`src/rtl/sim_clock_reset_seq_if.sv`:
```
// Signal bundle between the simulation-top sequencer and the logic it paces.
// Level signalling only: div is sampled once near the end of HOLD, finish_req is a level request, and every output is a registered level or one-cycle pulse.
interface sim_clock_reset_seq_if #(
   parameter int NUM_DOMAINS = 2,
   parameter int DIV_WIDTH   = 8,
   parameter int CNT_WIDTH   = 32
);
   logic [NUM_DOMAINS*DIV_WIDTH-1:0] div;
   logic                             finish_req;
   logic [NUM_DOMAINS-1:0]           clk_en;
   logic [NUM_DOMAINS-1:0]           nRST_derived;
   logic                             started;
   logic [CNT_WIDTH-1:0]             cycle_count;
   logic                             done;
   logic [1:0]                       done_cause;

   modport master (
      input  div, finish_req,
      output clk_en, nRST_derived, started, cycle_count, done, done_cause
   );

   modport slave (
      output div, finish_req,
      input  clk_en, nRST_derived, started, cycle_count, done, done_cause
   );
endinterface

```
`src/rtl/sim_clock_reset_seq.sv`:
```
// Clock-enable and staggered reset sequencer for the simulation top level.
// One free-running clock drives HOLD -> RELEASE -> WAIT_START -> RUN -> DONE.
module sim_clock_reset_seq #(
   parameter int NUM_DOMAINS = 2,
   parameter int DIV_WIDTH   = 8,
   parameter int RST_HOLD    = 10,
   parameter int START_DELAY = 20,
   parameter int CNT_WIDTH   = 32,
   parameter int TIMEOUT     = 0
) (
   input  logic                          CLK,
   input  logic                          nRST,
   sim_clock_reset_seq_if.master         seqBus,
   output logic [2:0]                    dbgState
);

   localparam int HOLD_W = (RST_HOLD > 1) ? $clog2(RST_HOLD) : 1;
   localparam int WAIT_W = (START_DELAY > 1) ? $clog2(START_DELAY) : 1;
   localparam int IDX_W  = (NUM_DOMAINS > 1) ? $clog2(NUM_DOMAINS) : 1;
   localparam logic [CNT_WIDTH-1:0] TMO_M1 = CNT_WIDTH'(TIMEOUT - 1);

   typedef enum logic [2:0] {
      HOLD       = 3'd0,
      RELEASE    = 3'd1,
      WAIT_START = 3'd2,
      RUN        = 3'd3,
      DONE       = 3'd4
   } seqState_t;

   seqState_t              state, stateNext;
   logic [HOLD_W-1:0]      holdCnt, holdCntNext;
   logic [WAIT_W-1:0]      waitCnt, waitCntNext;
   logic [IDX_W-1:0]       relIdx, relIdxNext;
   logic                   pending, pendingNext;
   logic                   divLatch;

   logic [NUM_DOMAINS-1:0] rstQ, rstNext;
   logic [NUM_DOMAINS-1:0] enQ, enNext;
   logic                   startedQ, startedNext;
   logic [CNT_WIDTH-1:0]   countQ, countNext;
   logic                   doneQ, doneNext;
   logic [1:0]             causeQ, causeNext;

   logic [DIV_WIDTH-1:0]   divQ [NUM_DOMAINS];
   logic [DIV_WIDTH-1:0]   divQNext [NUM_DOMAINS];
   logic [DIV_WIDTH-1:0]   cnt [NUM_DOMAINS];
   logic [DIV_WIDTH-1:0]   cntNext [NUM_DOMAINS];

   logic                   fireFinish, fireTimeout;

   assign fireFinish  = seqBus.finish_req | pending;
   assign fireTimeout = (TIMEOUT != 0) && (countQ == TMO_M1);

   always_ff @(posedge CLK or negedge nRST) begin
      if (!nRST) begin
         state    <= HOLD;
         holdCnt  <= '0;
         waitCnt  <= '0;
         relIdx   <= '0;
         pending  <= 1'b0;
         rstQ     <= '0;
         enQ      <= '0;
         startedQ <= 1'b0;
         countQ   <= '0;
         doneQ    <= 1'b0;
         causeQ   <= 2'b00;
         for (int i = 0; i < NUM_DOMAINS; i++) begin
            divQ[i] <= '0;
            cnt[i]  <= '0;
         end
      end else begin
         state    <= stateNext;
         holdCnt  <= holdCntNext;
         waitCnt  <= waitCntNext;
         relIdx   <= relIdxNext;
         pending  <= pendingNext;
         rstQ     <= rstNext;
         enQ      <= enNext;
         startedQ <= startedNext;
         countQ   <= countNext;
         doneQ    <= doneNext;
         causeQ   <= causeNext;
         for (int i = 0; i < NUM_DOMAINS; i++) begin
            divQ[i] <= divQNext[i];
            cnt[i]  <= cntNext[i];
         end
      end
   end

   always_comb begin
      stateNext   = state;
      holdCntNext = holdCnt;
      waitCntNext = waitCnt;
      relIdxNext  = relIdx;
      pendingNext = pending;
      divLatch    = 1'b0;
      rstNext     = rstQ;
      startedNext = startedQ;
      countNext   = countQ;
      doneNext    = doneQ;
      causeNext   = causeQ;

      case (state)
         HOLD: begin
            if (seqBus.finish_req) pendingNext = 1'b1;
            if (holdCnt == HOLD_W'(RST_HOLD - 1)) begin
               divLatch  = 1'b1;
               stateNext = RELEASE;
            end else begin
               holdCntNext = holdCnt + 1'b1;
            end
         end
         RELEASE: begin
            if (seqBus.finish_req) pendingNext = 1'b1;
            rstNext[relIdx] = 1'b1;
            if (relIdx == IDX_W'(NUM_DOMAINS - 1)) begin
               stateNext = WAIT_START;
            end else begin
               relIdxNext = relIdx + 1'b1;
            end
         end
         WAIT_START: begin
            if (seqBus.finish_req) pendingNext = 1'b1;
            if (waitCnt == WAIT_W'(START_DELAY - 1)) begin
               stateNext   = RUN;
               startedNext = 1'b1;
            end else begin
               waitCntNext = waitCnt + 1'b1;
            end
         end
         RUN: begin
            // The count still advances on the edge that ends the run, so a
            // timeout of T leaves cycle_count at exactly T.
            countNext = (countQ == '1) ? countQ : countQ + 1'b1;
            if (fireFinish || fireTimeout) begin
               stateNext   = DONE;
               doneNext    = 1'b1;
               causeNext   = {fireTimeout, fireFinish};
               startedNext = 1'b0;
               rstNext     = '0;
            end
         end
         DONE: begin
            stateNext = DONE;
         end
         default: begin
            stateNext = HOLD;
         end
      endcase
   end

   // Enables are computed from next-cycle values so a domain with div_q=0
   // pulses on the very edge its reset is released.
   always_comb begin
      for (int i = 0; i < NUM_DOMAINS; i++) begin
         divQNext[i] = divLatch ? seqBus.div[i*DIV_WIDTH +: DIV_WIDTH] : divQ[i];
         if (!rstNext[i] || !rstQ[i]) begin
            cntNext[i] = '0;
         end else if (cnt[i] == divQ[i]) begin
            cntNext[i] = '0;
         end else begin
            cntNext[i] = cnt[i] + 1'b1;
         end
         enNext[i] = rstNext[i] && (cntNext[i] == divQNext[i]);
      end
   end

   assign seqBus.clk_en       = enQ;
   assign seqBus.nRST_derived = rstQ;
   assign seqBus.started      = startedQ;
   assign seqBus.cycle_count  = countQ;
   assign seqBus.done         = doneQ;
   assign seqBus.done_cause   = causeQ;
   assign dbgState            = state;

endmodule

```
`src/flat_wrapper.sv`:
```
// flat-port wrapper written by rule: the top's interface ports become plain ports
module sim_clock_reset_seq_flat 
#(
   parameter int NUM_DOMAINS = 2,
   parameter int DIV_WIDTH   = 8,
   parameter int RST_HOLD    = 10,
   parameter int START_DELAY = 20,
   parameter int CNT_WIDTH   = 32,
   parameter int TIMEOUT     = 0
)
  (CLK, nRST, dbgState, seqBus_div, seqBus_finish_req, seqBus_clk_en, seqBus_nRST_derived, seqBus_started, seqBus_cycle_count, seqBus_done, seqBus_done_cause);
  sim_clock_reset_seq_if #(.NUM_DOMAINS(NUM_DOMAINS), .DIV_WIDTH(DIV_WIDTH), .CNT_WIDTH(CNT_WIDTH)) seqBus_i ();
  input  logic CLK;
  input  logic nRST;
  output logic [2:0] dbgState;
  input wire logic [$bits(seqBus_i.div)-1:0] seqBus_div;
  input wire logic [$bits(seqBus_i.finish_req)-1:0] seqBus_finish_req;
  output wire logic [$bits(seqBus_i.clk_en)-1:0] seqBus_clk_en;
  output wire logic [$bits(seqBus_i.nRST_derived)-1:0] seqBus_nRST_derived;
  output wire logic [$bits(seqBus_i.started)-1:0] seqBus_started;
  output wire logic [$bits(seqBus_i.cycle_count)-1:0] seqBus_cycle_count;
  output wire logic [$bits(seqBus_i.done)-1:0] seqBus_done;
  output wire logic [$bits(seqBus_i.done_cause)-1:0] seqBus_done_cause;
  assign seqBus_i.div = seqBus_div;
  assign seqBus_i.finish_req = seqBus_finish_req;
  assign seqBus_clk_en = seqBus_i.clk_en;
  assign seqBus_nRST_derived = seqBus_i.nRST_derived;
  assign seqBus_started = seqBus_i.started;
  assign seqBus_cycle_count = seqBus_i.cycle_count;
  assign seqBus_done = seqBus_i.done;
  assign seqBus_done_cause = seqBus_i.done_cause;
  sim_clock_reset_seq #(.NUM_DOMAINS(NUM_DOMAINS), .DIV_WIDTH(DIV_WIDTH), .RST_HOLD(RST_HOLD), .START_DELAY(START_DELAY), .CNT_WIDTH(CNT_WIDTH), .TIMEOUT(TIMEOUT)) u_core (.CLK(CLK), .nRST(nRST), .seqBus(seqBus_i), .dbgState(dbgState));
endmodule
```
`config.mk`:
```
export PLATFORM = sky130hd
export DESIGN_NAME = sim_clock_reset_seq_flat
export DESIGN_NICKNAME = d
export VERILOG_FILES = /design/src/rtl/sim_clock_reset_seq_if.sv /design/src/rtl/sim_clock_reset_seq.sv /design/src/flat_wrapper.sv
export SDC_FILE = /design/constraint.sdc
export NUM_CORES = 1
export LEC_CHECK = 0
export CAP_MARGIN = 10
export CORE_AREA = 5 5 99 101
export DETAILED_ROUTE_END_ITERATION = 12
export DIE_AREA = 0 0 104 106
export HOLD_SLACK_MARGIN = 0.03
export PLACE_DENSITY = 0.85
export SYNTH_ARGS = -nofsm -noshare
export SYNTH_HDL_FRONTEND = slang
export SYNTH_SLANG_ARGS = --single-unit
```
`constraint.sdc`:
```
create_clock -name CLK -period 2 [get_ports CLK]
set_input_delay 0.2 -clock CLK [delete_from_list [all_inputs] [get_ports CLK]]
set_output_delay 0.2 -clock CLK [all_outputs]
set_load 0.01 [all_outputs]
```
### Yosys cells after proc, flatten, opt, wreduce, memory -nomap -nowiden

Index checks and enable logic that the tools add are counted.

* register bits: 84
* input port bits: 19
* output and inout bits: 43
* logic and storage cells: 82

* add/subtract/negate cells: 6
* magnitude comparators: 2
* equal/unequal tests: 15
* mux-type cells: 21
* bitwise gates (word level): 5
* reductions and logical operators: 19

Operators with widths (number)
* two-way mux 8 bit: 6
* adder 32 x 1 -> 32 bit, second input constant: 1
* == test 32 bit, second input constant: 1
* == test 8 bit: 4
* adder 8 x 1 -> 8 bit, second input constant: 2
* case mux 3 bit (5 select lines): 1
* two-way mux 3 bit: 4
* AND reduction 2 bit: 5
* != test 2 x 1 -> 1 bit, second input constant: 4
* == test 3 x 2 -> 1 bit, second input constant: 2
* two-way mux 1 bit: 6
* adder 5 x 1 -> 5 bit, second input constant: 1
* == test 5 bit, second input constant: 1
* adder 4 x 1 -> 4 bit, second input constant: 1
* == test 4 bit, second input constant: 1
* logical NOT 1 bit: 4
* case mux 2 bit (2 select lines): 1
* AND reduction 4 bit: 1
* == test 3 x 1 -> 1 bit, second input constant: 1
* == test 3 bit, second input constant: 1
* logical AND 1 bit: 3
* logical NOT 3 bit: 1
* NOT 1 bit: 3
* AND reduction 3 bit: 1
* 11 further kinds: 12

### Longest topological paths before layout

* depth after elaboration: 11
* depth in mapped cells: 12
* mapped depth without buffers: 10

### Worst setup path after synthesis

OpenSTA, ideal clock, no wires.

* path kind: reg-to-reg
* from: reg u_core.holdCnt[0]
* to: reg u_core.enQ[0] (netlist: u_core.seqBus.clk_en[0])
* arrival: 2.063 ns
* setup slack: -0.131 ns
* stages on the path, launching flop included: 10
* buffers on the path: 1
* period minus slack after synthesis: 2.131 ns
* cell sequence: dfrtp_1 > ha_1 > nand3b_1 > and2b_1 > buf_4 > mux2i_1 > or4b_1 > a31oi_1 > a31oi_1 > and4b_1

* cells in the longest elaborated chain, start to end: 6

Ends and longest elaborated chain
* from (decl): line sim_clock_reset_seq.sv:31 `logic [HOLD_W-1:0] holdCnt, holdCntNext;`
* from (signal assigned): line sim_clock_reset_seq.sv:73 `holdCnt <= holdCntNext;`
* == test 4 bit: line sim_clock_reset_seq.sv:106 `if (holdCnt == HOLD_W'(RST_HOLD - 1)) begin`
* two-way mux 1 bit: line sim_clock_reset_seq.sv:106
* two-way mux 1 bit: line sim_clock_reset_seq.sv:103 `case (state)`
* two-way mux 8 bit: line sim_clock_reset_seq.sv:156 `divQNext[i] = divLatch ? seqBus.div[i*DIV_WIDTH +: DIV_WIDTH] : divQ[i];`
* == test 8 bit: line sim_clock_reset_seq.sv:164 `enNext[i] = rstNext[i] && (cntNext[i] == divQNext[i]);`
* logical AND 1 bit: line sim_clock_reset_seq.sv:164
* via u_core.enNext[0]: line sim_clock_reset_seq.sv:38 `logic [NUM_DOMAINS-1:0] enQ, enNext;`
* to (signal assigned): line sim_clock_reset_seq.sv:78 `enQ <= enNext;`
* to (decl): line sim_clock_reset_seq.sv:38

The timed path passes the listed nets, and every way through them passes these cells.
A chain may end at the register's enable or synchronous reset.

==> reports/qor.txt <==
Flop pwr share - 0.532
CP peak stage delay - 390 ps
Syn nets - 427
Switching share of total power - 0.220
Required time of the critical path - 2290 ps
Synth Cell Area - 4210 µm²
Pre-antenna DRT Iters - 5
Dpl ws - -354 ps
Die Area - 11000 µm²
Min Tclk post-route - 2370 ps
Share of cells above drive strength 1 - 0.263
Synthesis-stage register bit count - 84
Input/output buffers - 60
Startpoint types - flip-flop
CP endpoint kind - flip-flop
Root Driver - clkbuf_8
Sequential-to-total area share from yosys stat - 0.499
Yosys cell types - 51
Die Wd - 104 µm
Crit-path max FO - 6
Yosys warns - 0
Endpoints failing setup - 3
Crit path kind - flip-flop to flip-flop
Core Area - 8930 µm²
Initial antenna violation count - 0
Worst-Margin Slew - 555 ps
Initial drt markers - 218
Final instance area - 5960 µm²
Area contributors post-synth - dfrtp_1, xnor2_1, xor2_1
Antenna Nets Post-Route - 0
PnR worst setup slack - -367 ps
Share of the synthesized area in the top cell type - 0.499
Clock power share - 0.410
Synthesized instance count - 402
Final Util - 0.667
Most used DFF post-synth - dfrtp_1
Total GRT Usage - 0.198
I/O pin cnt - 62
Post-synth ARST share - 1.00
VDD IR max - 0.393 mV
DP Area - 5530 µm²
Average wire per standard cell - 17.0 µm
First-pass GRT wire length - 18100 µm
Nets - 573
Tightest Hold Check Type - input port to asynchronous set/reset pin
Failing checks - setup timing
Status - finished with violations
Synth area leader - dfrtp_1
Hold Vio Cnt, Final - 0
Clock Sinks - 84
Mean post-synth cell area - 10.5 µm²
Arrival time at the worst endpoint - 2660 ps
Slew Viols, Final - 0
Antenna Diode Count - 0
Drt drc - 0
FMAX - 0.423 GHz
Core Rows - 35
Slowest CP cell - dfrtp_1
Post-synth EDFFs - 0
P per Cell Area - 546 nW/µm²
Final WL - 11300 µm
Internal - 2.53 mW
Ordered list of cells on the worst path - inv_1 -> ha_2 -> nand3b_1 -> and2b_4 -> buf_6 -> mux2_4 -> nor4_2 -> a31oi_1 -> o22ai_1 -> and4b_1
Rel. slew slack - 0.627
Design Power - 3.25 mW
Worst-skew pair later-pin latency - 350 ps
TritonCTS clock tree - yes
Synthesis-to-layout area growth - 41.5%
Number of global-route vias before repair - 3733
Clock skew after layout - 11.5 ps
DP HPWL - 7690 µm
GP Congestion - 0.904
Vias - 3647
Largest net degree at the start of global routing - 54
RSZ-0062 raised after global routing - yes
Chip height - 106 µm
Period utilization - 1.18
Clock Path Buffers - 2
Initial Utilization - 0.471
Grt ovf - 0
Net switching power - 0.716 mW
Pleak - 2.61 nW
Portion of total power attributed to combinational logic - 0.058
TritonCTS Buffers - 9
Max Cap Violations - 0
Fillers - 644
Via density - 5.51
H-Tree Depth - 3
Worst-path clk slew - 90 ps
[flip-flops by register name, summed over array words and instances, names as in the netlist]
register / flops
u_core.holdCnt: 4
u_core.seqBus.started: 1
u_core.pending: 1
u_core.seqBus.nRST_derived: 2
u_core.seqBus.clk_en: 2
u_core.dbgState: 3
u_core.relIdx: 1
u_core.seqBus.done: 1
u_core.waitCnt: 5
u_core.cnt: 16
u_core.seqBus.cycle_count: 32
u_core.divQ: 16
[cells by family after synthesis]
kind of cell               share of synthesized area
buffers and inverters                         0.0300
AOI/OAI and AO/OA                             0.0687
muxes                                         0.0458
xor gates and xnor gates                       0.152
DFF                                            0.499
and+or+nand+nor                                0.185
adders and majority gates                     0.0178
other                                       0.000891
[Yosys cell counts (all sizes together) (7+ instances only)]
cell type,instances
and3,13
buf,7
dfrtp,84
inv,16
mux2,10
mux2i,8
nand2,29
nand3,26
nand4,16
nor2,27
nor3,12
o21ai,11
xnor2,52
xor2,21
[power by group through the flow]
| stage | clock, mW | sequential (mW) | combinational [mW] |
|---|---|---|---|
| floorplan | 0 | 1.76 | 0.0644 |
| global placement | 0 | 1.76 | 0.168 |
| detailed placement | 0 | 1.76 | 0.175 |
| CTS | 1.35 | 1.73 | 0.182 |
| global route | 1.43 | 1.73 | 0.206 |
| finish | 1.33 | 1.73 | 0.189 |
[critical path, delay by kind of cell, from the launching register on]
family	cells	cell delay, ps
flip-flops	1	390
AND/OR/NAND/NOR	4	1000
AO/OA/AOI/OAI	2	230
adder cells (fa/ha/maj)	1	150
multiplexers	1	330
buffers and inverters	2	210
[repair_timing]
item	CTS	global route
endpoints found under the setup margin	13	16
buffers inserted	2	7
endpoints found under the hold margin	31	0
pin swaps	4	10
resized for setup	12	19
hold buffers	1	0
[worst paths after layout]
path,endpoint,start,slack (ps),cells after the start
worst max register to register,u_core.seqBus.clk_en[0]$_DFF_PN0_,u_core.holdCnt[1]$_DFFE_PN0P_,-370,10
worst min register to register,u_core.waitCnt[4]$_DFFE_PN0P_,u_core.waitCnt[4]$_DFFE_PN0P_,490,1
min in group CLK,u_core.divQ[14]$_DFF_PN0_,seqBus_div[6],460,3
worst max-delay path,u_core.seqBus.clk_en[0]$_DFF_PN0_,u_core.holdCnt[1]$_DFFE_PN0P_,-370,10
max in group asynchronous,u_core.seqBus.cycle_count[21]$_DFFE_PN0P_,nRST,1030,3
worst min-delay path,u_core.divQ[4]$_DFF_PN0_,nRST,330,2
[cell type report]
type | instances | area, µm² | share of cell area
clock buffers | 10 | 138 | 0.0231
inverters | 16 | 60.1 | 0.0101
repair buffers | 146 | 1270 | 0.214
well taps | 111 | 139 | 0.0233
multi-input cells | 291 | 2170 | 0.364
clock inverters | 4 | 73.8 | 0.0124
flip-flops and latches | 84 | 2100 | 0.353
[layer usage]
metal  global-route usage  share of wire  vias to the layer above
met2                0.344           0.52                      134
met5                    0              0                        -
met3               0.0225          0.051                       30
met1                0.255           0.40                     1798
met4               0.0777          0.031                        0
li1                     -              -                     1685
[per-stage QoR]
stage | TNS (ps) | hold WS [ps] | instances
2_1_floorplan | -201 | -95.6 | 402
3_3_place_gp | -468 | 175 | 638
3_5_place_dp | -791 | 177 | 638
4_1_cts | -433 | 337 | 655
5_1_grt | -953 | 376 | 662
6_report | -652 | 335 | 662
[layout by cell type (no fill, tap or decap), types with 2 or more instances in the layout]
| cell | instances |
|---|---|
| and3_1 | 11 |
| o21a_1 | 2 |
| nor2_2 | 2 |
| mux2i_4 | 2 |
| buf_4 | 81 |
| nand2b_1 | 3 |
| clkdlybuf4s50_1 | 59 |
| o21ai_0 | 10 |
| ha_2 | 2 |
| inv_1 | 16 |
| clkbuf_8 | 10 |
| bufinv_16 | 2 |
| nor2_1 | 25 |
| dfrtp_1 | 84 |
| o211ai_1 | 2 |
| o22ai_1 | 4 |
| nand3_1 | 25 |
| buf_6 | 4 |
| mux2_2 | 8 |
| nand4_1 | 15 |
| nor4_2 | 5 |
| nor3_2 | 4 |
| ha_1 | 4 |
| a21oi_1 | 6 |
| xor2_1 | 21 |
| mux2_4 | 2 |
| mux2i_2 | 5 |
| a31oi_1 | 6 |
| nor2b_1 | 3 |
| nand2_1 | 28 |
| or3_4 | 2 |
| nor3_1 | 7 |
| nand3b_1 | 3 |
| and2_1 | 2 |
| xnor2_1 | 51 |
Power figures use the tool's default switching activity.
